### config.mk
export PLATFORM = sky130hd
export DESIGN_NAME = cacheline_adaptor_flat
export DESIGN_NICKNAME = d
export VERILOG_FILES = /design/src/rtl/cacheline_adaptor_if.sv /design/src/rtl/cacheline_adaptor.sv /design/src/flat_wrapper.sv
export SDC_FILE = /design/constraint.sdc
export NUM_CORES = 1
export LEC_CHECK = 0
export CORE_AREA = 2 2 280 282
export CTS_CLUSTER_DIAMETER = 120
export DETAILED_ROUTE_END_ITERATION = 10
export DIE_AREA = 0 0 282 284
export DONT_BUFFER_PORTS = 1
export GPL_ROUTABILITY_DRIVEN = 0
export PLACE_DENSITY = 0.43
export RECOVER_POWER = 50
export SYNTH_ARGS = -nofsm -noshare
export SYNTH_HDL_FRONTEND = slang
export SYNTH_SLANG_ARGS = --single-unit
### constraint.sdc
create_clock -name clk -period 4.4 [get_ports clk]
set_input_delay 1.32 -clock clk [delete_from_list [all_inputs] [get_ports clk]]
set_output_delay 1.32 -clock clk [all_outputs]
set_load 0.005 [all_outputs]
### src/rtl/cacheline_adaptor_if.sv
// cacheline_adaptor_if
//   Bundles the cache-side line port and the memory-side burst port of the
//   cacheline adaptor.
//   Cache side : line_i, address_i, read_i, write_i -> ; <- line_o, resp_o
//   Memory side: burst_i, resp_i -> ; <- burst_o, address_o, read_o, write_o
//   Optional   : err_o (only when CACHELINE_ADAPTOR_ERR_EN is defined)
//   Modports   : slave  = the adaptor's view
//                master = the view of whatever drives the adaptor
interface cacheline_adaptor_if #(
  parameter int BURST_W   = 64,
  parameter int BURST_LEN = 4
);
  localparam int LINE_W = BURST_W * BURST_LEN;

  logic [LINE_W-1:0]  line_i;
  logic [LINE_W-1:0]  line_o;
  logic [31:0]        address_i;
  logic               read_i;
  logic               write_i;
  logic               resp_o;
  logic [BURST_W-1:0] burst_i;
  logic [BURST_W-1:0] burst_o;
  logic [31:0]        address_o;
  logic               read_o;
  logic               write_o;
  logic               resp_i;
`ifdef CACHELINE_ADAPTOR_ERR_EN
  logic               err_o;

  modport slave (
    input  line_i, address_i, read_i, write_i, burst_i, resp_i,
    output line_o, resp_o, burst_o, address_o, read_o, write_o, err_o
  );
  modport master (
    output line_i, address_i, read_i, write_i, burst_i, resp_i,
    input  line_o, resp_o, burst_o, address_o, read_o, write_o, err_o
  );
`else
  modport slave (
    input  line_i, address_i, read_i, write_i, burst_i, resp_i,
    output line_o, resp_o, burst_o, address_o, read_o, write_o
  );
  modport master (
    output line_i, address_i, read_i, write_i, burst_i, resp_i,
    input  line_o, resp_o, burst_o, address_o, read_o, write_o
  );
`endif
endinterface

### src/rtl/cacheline_adaptor.sv
// cacheline_adaptor
//   Converts one 256-bit cache-line read/write into a four-beat 64-bit
//   memory burst, then pulses resp_o for one cycle back to the cache.
//   Ports:
//     clk   : rising-edge clock
//     rst_n : asynchronous active-low reset, aborts any burst in flight
//     bus   : cacheline_adaptor_if.slave (cache line port + memory burst port)
//   Optional feature macro: CACHELINE_ADAPTOR_ERR_EN adds the sticky err_o
//   protocol-error flag (stray resp_i in IDLE/DONE, or read_i and write_i
//   sampled together). Without it the flag and its logic do not exist.
module cacheline_adaptor #(
  parameter int BURST_W   = 64,
  parameter int BURST_LEN = 4
) (
  input logic          clk,
  input logic          rst_n,
  cacheline_adaptor_if.slave bus
);

  localparam int LINE_W = BURST_W * BURST_LEN;

  localparam logic [1:0] IDLE     = 2'd0;
  localparam logic [1:0] RD_BURST = 2'd1;
  localparam logic [1:0] WR_BURST = 2'd2;
  localparam logic [1:0] DONE     = 2'd3;

  // Line address mask: clears the byte offset within a 32-byte line.
  localparam logic [31:0] LINE_MASK = 32'hFFFF_FFE0;

  logic [1:0]        state;
  logic [1:0]        cnt;
  logic [LINE_W-1:0] wbuf;
  logic [LINE_W-1:0] line_q;
  logic [31:0]       addr_q;
  logic              read_q;
  logic              write_q;
  logic              resp_q;

  // NOTE: all state below uses non-blocking assignments so every register
  // updates from the same pre-edge values; blocking here would make the
  // result depend on statement order.
  always_ff @(posedge clk or negedge rst_n) begin
    if (!rst_n) begin
      state   <= IDLE;
      cnt     <= 2'd0;
      // NOTE: the write buffer is reset too, because burst_o is read straight
      // out of it and must be zero after reset.
      wbuf    <= '0;
      line_q  <= '0;
      addr_q  <= '0;
      read_q  <= 1'b0;
      write_q <= 1'b0;
      resp_q  <= 1'b0;
    end else begin
      case (state)
        IDLE: begin
          cnt <= 2'd0;
          // Read has priority; a simultaneous write stays pending in the
          // cache and is sampled again once this read completes.
          if (bus.read_i) begin
            addr_q <= bus.address_i & LINE_MASK;
            read_q <= 1'b1;
            state  <= RD_BURST;
          end else if (bus.write_i) begin
            addr_q  <= bus.address_i & LINE_MASK;
            wbuf    <= bus.line_i;
            write_q <= 1'b1;
            state   <= WR_BURST;
          end
        end

        RD_BURST: begin
          if (bus.resp_i) begin
            line_q[BURST_W*cnt +: BURST_W] <= bus.burst_i;
            cnt <= cnt + 2'd1;
            if (cnt == 2'd3) begin
              read_q <= 1'b0;
              resp_q <= 1'b1;
              state  <= DONE;
            end
          end
        end

        WR_BURST: begin
          if (bus.resp_i) begin
            cnt <= cnt + 2'd1;
            if (cnt == 2'd3) begin
              write_q <= 1'b0;
              resp_q  <= 1'b1;
              state   <= DONE;
            end
          end
        end

        default: begin  // DONE
          resp_q <= 1'b0;
          state  <= IDLE;
        end
      endcase
    end
  end

  // The current write beat comes straight out of the buffer, so it follows
  // the beat counter and holds while memory stalls.
  assign bus.burst_o   = wbuf[BURST_W*cnt +: BURST_W];
  assign bus.line_o    = line_q;
  assign bus.address_o = addr_q;
  assign bus.read_o    = read_q;
  assign bus.write_o   = write_q;
  assign bus.resp_o    = resp_q;

`ifdef CACHELINE_ADAPTOR_ERR_EN
  logic err_q;

  // Sticky until reset; observes the protocol only, never steers data.
  always_ff @(posedge clk or negedge rst_n) begin
    if (!rst_n) begin
      err_q <= 1'b0;
    end else if ((bus.resp_i && (state == IDLE || state == DONE)) ||
                 (state == IDLE && bus.read_i && bus.write_i)) begin
      err_q <= 1'b1;
    end
  end

  assign bus.err_o = err_q;
`endif

endmodule

### src/flat_wrapper.sv
// flat-port wrapper written by rule: the top's interface ports become plain ports
module cacheline_adaptor_flat 
#(
  parameter int BURST_W   = 64,
  parameter int BURST_LEN = 4
)
  (clk, rst_n, bus_line_i, bus_address_i, bus_read_i, bus_write_i, bus_burst_i, bus_resp_i, bus_line_o, bus_resp_o, bus_burst_o, bus_address_o, bus_read_o, bus_write_o);
  cacheline_adaptor_if #(.BURST_W(BURST_W), .BURST_LEN(BURST_LEN)) bus_i ();
  input logic clk;
  input logic rst_n;
  input wire logic [$bits(bus_i.line_i)-1:0] bus_line_i;
  input wire logic [$bits(bus_i.address_i)-1:0] bus_address_i;
  input wire logic [$bits(bus_i.read_i)-1:0] bus_read_i;
  input wire logic [$bits(bus_i.write_i)-1:0] bus_write_i;
  input wire logic [$bits(bus_i.burst_i)-1:0] bus_burst_i;
  input wire logic [$bits(bus_i.resp_i)-1:0] bus_resp_i;
  output wire logic [$bits(bus_i.line_o)-1:0] bus_line_o;
  output wire logic [$bits(bus_i.resp_o)-1:0] bus_resp_o;
  output wire logic [$bits(bus_i.burst_o)-1:0] bus_burst_o;
  output wire logic [$bits(bus_i.address_o)-1:0] bus_address_o;
  output wire logic [$bits(bus_i.read_o)-1:0] bus_read_o;
  output wire logic [$bits(bus_i.write_o)-1:0] bus_write_o;
  assign bus_i.line_i = bus_line_i;
  assign bus_i.address_i = bus_address_i;
  assign bus_i.read_i = bus_read_i;
  assign bus_i.write_i = bus_write_i;
  assign bus_i.burst_i = bus_burst_i;
  assign bus_i.resp_i = bus_resp_i;
  assign bus_line_o = bus_i.line_o;
  assign bus_resp_o = bus_i.resp_o;
  assign bus_burst_o = bus_i.burst_o;
  assign bus_address_o = bus_i.address_o;
  assign bus_read_o = bus_i.read_o;
  assign bus_write_o = bus_i.write_o;
  cacheline_adaptor #(.BURST_W(BURST_W), .BURST_LEN(BURST_LEN)) u_core (.clk(clk), .rst_n(rst_n), .bus(bus_i));
endmodule
# Yosys cells after proc, flatten, opt, wreduce, memory -nomap -nowiden
# Index checks and enable logic that the tools add are counted.
# totals
register_bits	551
in_bits	357
output_inout_bits	355
wordCells	62
# classes
add_sub_neg	2
n_eq_ne	13
shift	3
n_mux	20
bitwise	2
reduce_logical	14
# op_table
operator	n
$bwmux W256	1
$shift A64 B34 Y256 const A	1
$shiftx A256 B9 Y64	1
$shiftx A64 B34 Y256	1
$mux W32	2
$neg A8 Y34	1
$mux W2	5
$ne A2 B2 Y1 const B	5
$reduce_and A3 Y1	3
$ne A2 B1 Y1 const B	4
$pmux W2 S2	2
$reduce_bool A2 Y1	4
$mux W1	7
$pmux W1 S2	3
$reduce_and A2 Y1	3
$reduce_and A5 Y1	1
$eq A2 B2 Y1 const B	2
$reduce_and A4 Y1	1
$ne A3 B3 Y1 const B	1
$add A2 B1 Y2 const B	1
$eq A2 B1 Y1 const B	1
$logic_not A2 Y1	1
$not A1 Y1	2
$reduce_or A2 Y1	1

# Longest topological paths before layout
# Gate-level depths: netlist of the first run.
# depth
word_depth	4
depth_mapped	9
mapped_depth_nobuf	5

# Worst setup path after synthesis of the first run
# No wires, ideal clock.
# synth_path
kind	register to output
startpoint	register u_core.cnt[0]
endpoint	output bus_burst_o[10]
t_arrival_ns	1.542
required_time_ns	3.080
setup_slack_ns	1.538
path_stages_with_launch	5
path_buffers	3
cell_sequence	dfrtp_1 buf_2 buf_2 buf_4 mux4_2
# synth_via
elab_chain_len	1
# synth_lines
item	line_no	rtl
start: declaration	cacheline_adaptor.sv:31	logic [1:0] cnt;
start signal: assignment	cacheline_adaptor.sv:75	cnt <= cnt + 2'd1;
start signal: assignment	cacheline_adaptor.sv:86	cnt <= cnt + 2'd1;
$shiftx A256 B9 Y64	cacheline_adaptor.sv:105	assign bus.burst_o = wbuf[BURST_W*cnt +: BURST_W];
end: declaration	flat_wrapper.sv:19	output wire logic [$bits(bus_i.burst_o)-1:0] bus_burst_o;
# Every way passes these cells.

# Worst setup path after layout of the first run
# layout_path
startpoint	register u_core.cnt[0]
endpoint	output bus_burst_o[56]
# Same word-level chain as after synthesis.

==> impl_metrics.ini, run 1 <==
[timing]
setup_violations = 0
clock_skew_ns = 0.0213
drv_slew = 139
grt_setup_unrepaired = no
tightest_slew_ns = 1.92
fin_tns_setup_ns = 0
holdWs_ns = 0.417
max_freq_mhz = 263
period_share_pct = 86.5
min_period_ns = 3.81
hold_violations = 0
relSlewSlack_pct = -28.2

[detailed_routing]
viasPerCell = 5.02
wl_um = 65700
wire_per_inst_um = 27.4
via_count = 12000
firstDrtPassIters = 5
drt_iter0_markers = 615
drcViolationCount = 0
ant_nets = 0

[cells_and_area]
layout.nets = 1668
fin_area_um2 = 24800
layout-drive-gt1-share_pct = 35.9
seq_area_um2 = 13700
syn_to_final_growth_pct = 15.1
final_cell_mix = dfrtp_1 (544), mux2_2 (286), a22o_1 (256)
multi_input_area_um2 = 7400
fillers = 7511
layout_commonest_cell = dfrtp_1
fin_cells = 2398

[die]
die-height_um = 284
rows = 102
die_area_um2 = 80100
ios = 712
die_x_um = 282
start_util_pct = 28.0
core_um2 = 77000

[synth]
synth-seq-cells = 546
yosysWarnings = 0
synthesis.area_um2 = 21600
yosysUniqueCellTypes = 35
synth_area_per_cell_um2 = 16.5
synth_edf_count = 0
netlist_instances = 1311
synth_flop_cell = dfrtp_1
synth_seq_area_share_pct = 63.3
async_flop_share_pct = 100

[cts]
cts.sinks = 546
post_cts_buffers = 0
cts-buffers-inserted = 66
hold_buffers = 0
cts_tree = built
htreeDepth = 3
clk_latency_ns = 0.59
cts_buffer_depth = 3
cts-root-buf = clkbuf_16
path_clk_slew_ns = 0.06
cts.repair.resized = 0

[hold_path]
hp-class = input port to async pin

[setup_path]
cp_data_required_time_ns = 3.08
critPathMaxFanout = 37
endpoint_kind = primary output
cp.arrival_ns = 2.49
critPathKind = flop to primary output
start_kind = flop

[placed_design]
io_buffers = 0
placed_cell_area_um2 = 22600
dp.cells = 2272
hpwl_um = 44600

[global_route]
grt_pass1_wl_um = 94700
grt_antenna_before_repair = 33
grt_use_met1_pct = 17.1
gr-total-overflow = 0
busiest_layer = met2
use_met2_pct = 27.0
grt_max_degree = 547
track_usage_pct = 15.9
grt.met3_usage_pct = 8.17
grt_pass1_vias = 13000

[power]
p_leak_uw = 0.0109
ir_drop_mv = 0.419
power_density_nw_per_um2 = 725
totalPowerFinal_uw = 18000

[run_status]
violations = max-capacitance violations, max-slew violations
status = complete, but fails checks

[flow_run]
max_cap_viol_count = 3
[power by group]
part           switching, uW  internal, uW
logic                   1670          2530
registers               1410          6880
clock network           2240          3270
total                   5310         12700
[per-layer routing]
| layer | routed length [um] | share of wire (%) | vias to the layer above |
|---|---|---|---|
| li1 | - | - | 4967 |
| met1 | 23000 | 35 | 6340 |
| met2 | 32900 | 50 | 557 |
| met3 | 7870 | 12 | 139 |
| met4 | 1650 | 2.5 | 44 |
| met5 | 278 | 0.42 | - |
[Yosys cell counts (all sizes together) (2+ instances only)]
library cell    n  area share [%]
dfrtp         546              63
mux2          286              15
a22o          256              10
buf            82             2.2
mux4           64             6.7
clkbuf         23            0.40
ha             11            0.64
inv             7            0.12
nand2           4           0.070
nand3           4            0.12
nor4            3            0.26
o21ai           3           0.087
a21oi           2           0.046
nand2b          2           0.058
nor2            2           0.035
nor2b           2           0.058
nor4b           2            0.15
o31ai           2           0.070
[worst max-delay path, stage by stage (launching register included)]
cell     delay (ns)
dfrtp_4        0.80
buf_12         0.36
mux4_2         0.61
[sequential cells by signal, summed over array words and instances, names as in the netlist]
name	flops
u_core.cnt	2
u_core.bus.write_o	1
u_core.bus.line_o	256
u_core.bus.resp_o	1
u_core.bus.read_o	1
u_core.bus.address_o	27
u_core.wbuf	256
u_core.state	2
[worst paths after layout]
check                      depth (start not counted)  slack, ns             start               endpoint
setup / recovery                                   2       0.59     u_core.cnt[0]        bus_burst_o[56]
hold / removal                                     0       0.42             rst_n  u_core.bus.line_o[26]
setup reg to reg                                   6       0.66   u_core.state[0]       u_core.wbuf[185]
hold reg to reg                                    1       0.50  u_core.wbuf[190]       u_core.wbuf[190]
max in group asynchronous                          0       2.97             rst_n       u_core.wbuf[128]
min in group clk                                   1       0.50  u_core.wbuf[190]       u_core.wbuf[190]
[cell type report]
| class | instances | area share, % |
|---|---|---|
| Tap cell | 1040 | 5.24 |
| Inverter | 7 | 0.106 |
| Timing Repair Buffer | 22 | 0.731 |
| Clock inverter | 23 | 1.18 |
| Clock buffer | 94 | 7.77 |
| Antenna cell | 9 | 0.0907 |
| Sequential cell | 546 | 55.1 |
| Multi-Input combinational cell | 657 | 29.8 |
[stage by stage]
stage | worst slack, ns | util [%]
after CTS | 0.458 | 32.3
after global routing | 0.320 | 32.2
final | 0.593 | 32.3
after global placement | 1.12 | 29.4
after floorplan | 1.54 | -
after detailed placement | 1.07 | 29.4
[kinds of logic (layout without fill, tap and decap cells)]
| family | count (synthesis) | after routing | share of synthesized area (%) |
|---|---|---|---|
| xor gates and xnor gates | 1 | 1 | 0.0406 |
| muxes | 351 | 351 | 21.7 |
| and+or+nand+nor | 21 | 21 | 0.824 |
| AOI/OAI and AO/OA | 268 | 268 | 10.8 |
| other | 1 | 14 | 0.0174 |
| DFF | 546 | 546 | 63.3 |
| adders and majority gates | 11 | 11 | 0.638 |
| buffers and inverters | 112 | 146 | 2.70 |
Note: power is estimated with default switching activity, not from simulation.
==> inputs of run 2 (changes only) <==
CAP_MARGIN = 25   (was unset)
==> results of run 2 <==
Final layout, timing and power as in run 1 (identical DEF).
==> inputs of run 3 (changes only) <==
CTS_BUF_LIST = sky130_fd_sc_hd__clkbuf_2   (was unset)
CTS_CLUSTER_DIAMETER = 80   (was 120)
==> impl_metrics.ini, run 3 (synthesized netlist as in run 1, its figures left out) <==
[run_status]
status = complete, but fails checks
violations = negative hold slack, max-capacitance violations, max-slew violations

[timing]
period_share_pct = 90.7
grt_setup_unrepaired = no
tightest_slew_ns = 2.17
min_period_ns = 3.99
drv_slew = 220
relSlewSlack_pct = -44.6
setup_violations = 0
max_freq_mhz = 251
holdWs_ns = -0.206
fin_tns_setup_ns = 0
clock_skew_ns = 0.0945
hold_violations = 329

[setup_path]
cpMaxStageDelayCell = mux4_2
critPathKind = flop to primary output
cp_num_buf_inv = 1
critPathMaxFanout = 37
cp_data_required_time_ns = 3.08
cp_slowest_stage_delay_ns = 0.61
worstRegToRegCells = 6
crit_family = multiplexers
critical_path.cell_chain = buf_12 > mux4_2
start_kind = flop
timing.rr.end = u_core.wbuf[185]
cp.arrival_ns = 2.67
rrSetupSlack_ns = 0.47
endpoint_kind = primary output
timing.rr.start = u_core.state[0]

[die]
die-height_um = 284
start_util_pct = 28.0
die_x_um = 282
die_area_um2 = 80100
rows = 102
core_um2 = 77000
ios = 712

[global_route]
track_usage_pct = 16.8
gr-total-overflow = 0
grt_max_degree = 547
use_met2_pct = 28.1
grt.met3_usage_pct = 9.10
grt_antenna_before_repair = 32
grt_pass1_vias = 14700
grt_pass1_wl_um = 99600
grt_use_met1_pct = 17.6
busiest_layer = met2

[cts]
cts-buffers-inserted = 150
cts-root-buf = clkbuf_2
path_clk_slew_ns = 0.11
cts_tree = built
cts_buffer_depth = 3
clk_latency_ns = 1.26
cts.sinks = 546
htreeDepth = 4
hold_buffers = 170

[power]
power_density_nw_per_um2 = 634
ir_drop_mv = 0.263
p_leak_uw = 0.0115

[cells_and_area]
fin_cells = 2705
layout_commonest_cell = dfrtp_1
layout-drive-gt1-share_pct = 36.7
final_cell_mix = dfrtp_1 (544), mux2_2 (286), a22o_1 (256)
final_core_util_pct = 33.4
syn_to_final_growth_pct = 19.0
layout.nets = 1926

[placed_design]
io_buffers = 0
dp.cells = 2272
hpwl_um = 44600

[detailed_routing]
ant_nets = 0
drt_iter0_markers = 604
firstDrtPassIters = 5
wire_per_inst_um = 25.2
drcViolationCount = 0
via_count = 13300
wl_um = 68200
viasPerCell = 4.90

[flow_run]
max_cap_viol_count = 3

[hold_path]
hp-class = input port to async pin
run 3: cell count changes in the layout (fill, tap and decap cells not counted), moves of 12 or more:
cell           before  now
clkbuf_8           15    0
clkbuf_2            0  209
clkinv_1            0   25
clkbuf_16          67    0
clkbuf_1           17    5
dlygate4sd3_1       0  170
run 3: metrics by stage:
| step | setup slack (ns) | power [uW] | cell area (um^2) | hold slack [ns] |
|---|---|---|---|---|
| global placement | 1.12 | 12500 | 22600 | 0.482 |
| floorplan | 1.54 | 11200 | 21600 | 0.474 |
| global route | 0.0899 | 17400 | 25700 | -0.439 |
| finish | 0.409 | 16300 | 25700 | -0.206 |
| detailed placement | 1.07 | 12700 | 22600 | 0.488 |
| CTS | 0.0657 | 16600 | 25700 | -0.498 |
run 3: routing by layer:
metal  vias to the layer above  share of wire [%]  wire length [um]
met3                       148                 12              8210
met2                       622                 50             34300
met5                         -               0.40               273
met4                        42                2.3              1600
met1                      6907                 35             23800
li1                       5547                  -                 -
run 3: worst max path at each step:
stage,start,slack (ns),cells past startpoint,to
detailed placement,u_core.cnt[0],1.07,6,u_core.bus.line_o[133]
finish,u_core.cnt[0],0.41,2,bus_burst_o[62]
floorplan,u_core.cnt[0],1.54,4,bus_burst_o[10]
CTS,u_core.cnt[0],0.07,2,bus_burst_o[0]
global route,u_core.cnt[0],0.09,2,bus_burst_o[47]
global placement,u_core.cnt[0],1.12,6,u_core.bus.line_o[134]
run 3: worst reg2reg max path: stages (launching register included):
cell and delay, ns:
dfrtp_1 0.42, inv_1 0.10, ha_1 0.31, nand3b_1 0.17
clkbuf_1 0.60, clkbuf_2 1.58, mux2_2 0.62
run 3: what timing repair did:
action / in CTS / in global routing
setup endpoints to repair: 47 / 0
endpoints found under the hold margin: 855 / 546
gates resized for setup: 0 / 0
buffers inserted: 4 / 0
run 3: power breakdown:
| part | internal [uW] | switching (uW) | leakage (uW) |
|---|---|---|---|
| combinational | 2700 | 1840 | 0.00356 |
| sequential | 6870 | 1330 | 0.00699 |
| clock | 1350 | 2190 | 0.000975 |
run 3: final cells by class:
type | instances | area, um^2
antenna | 10 | 25.0
clock buffer | 207 | 1040
clock inverter | 42 | 253
fill | 7601 | 51300
inverter | 7 | 26.3
multi-input combinational | 657 | 7400
sequential | 546 | 13700
tap | 1040 | 1300
timing repair buffer | 196 | 1960
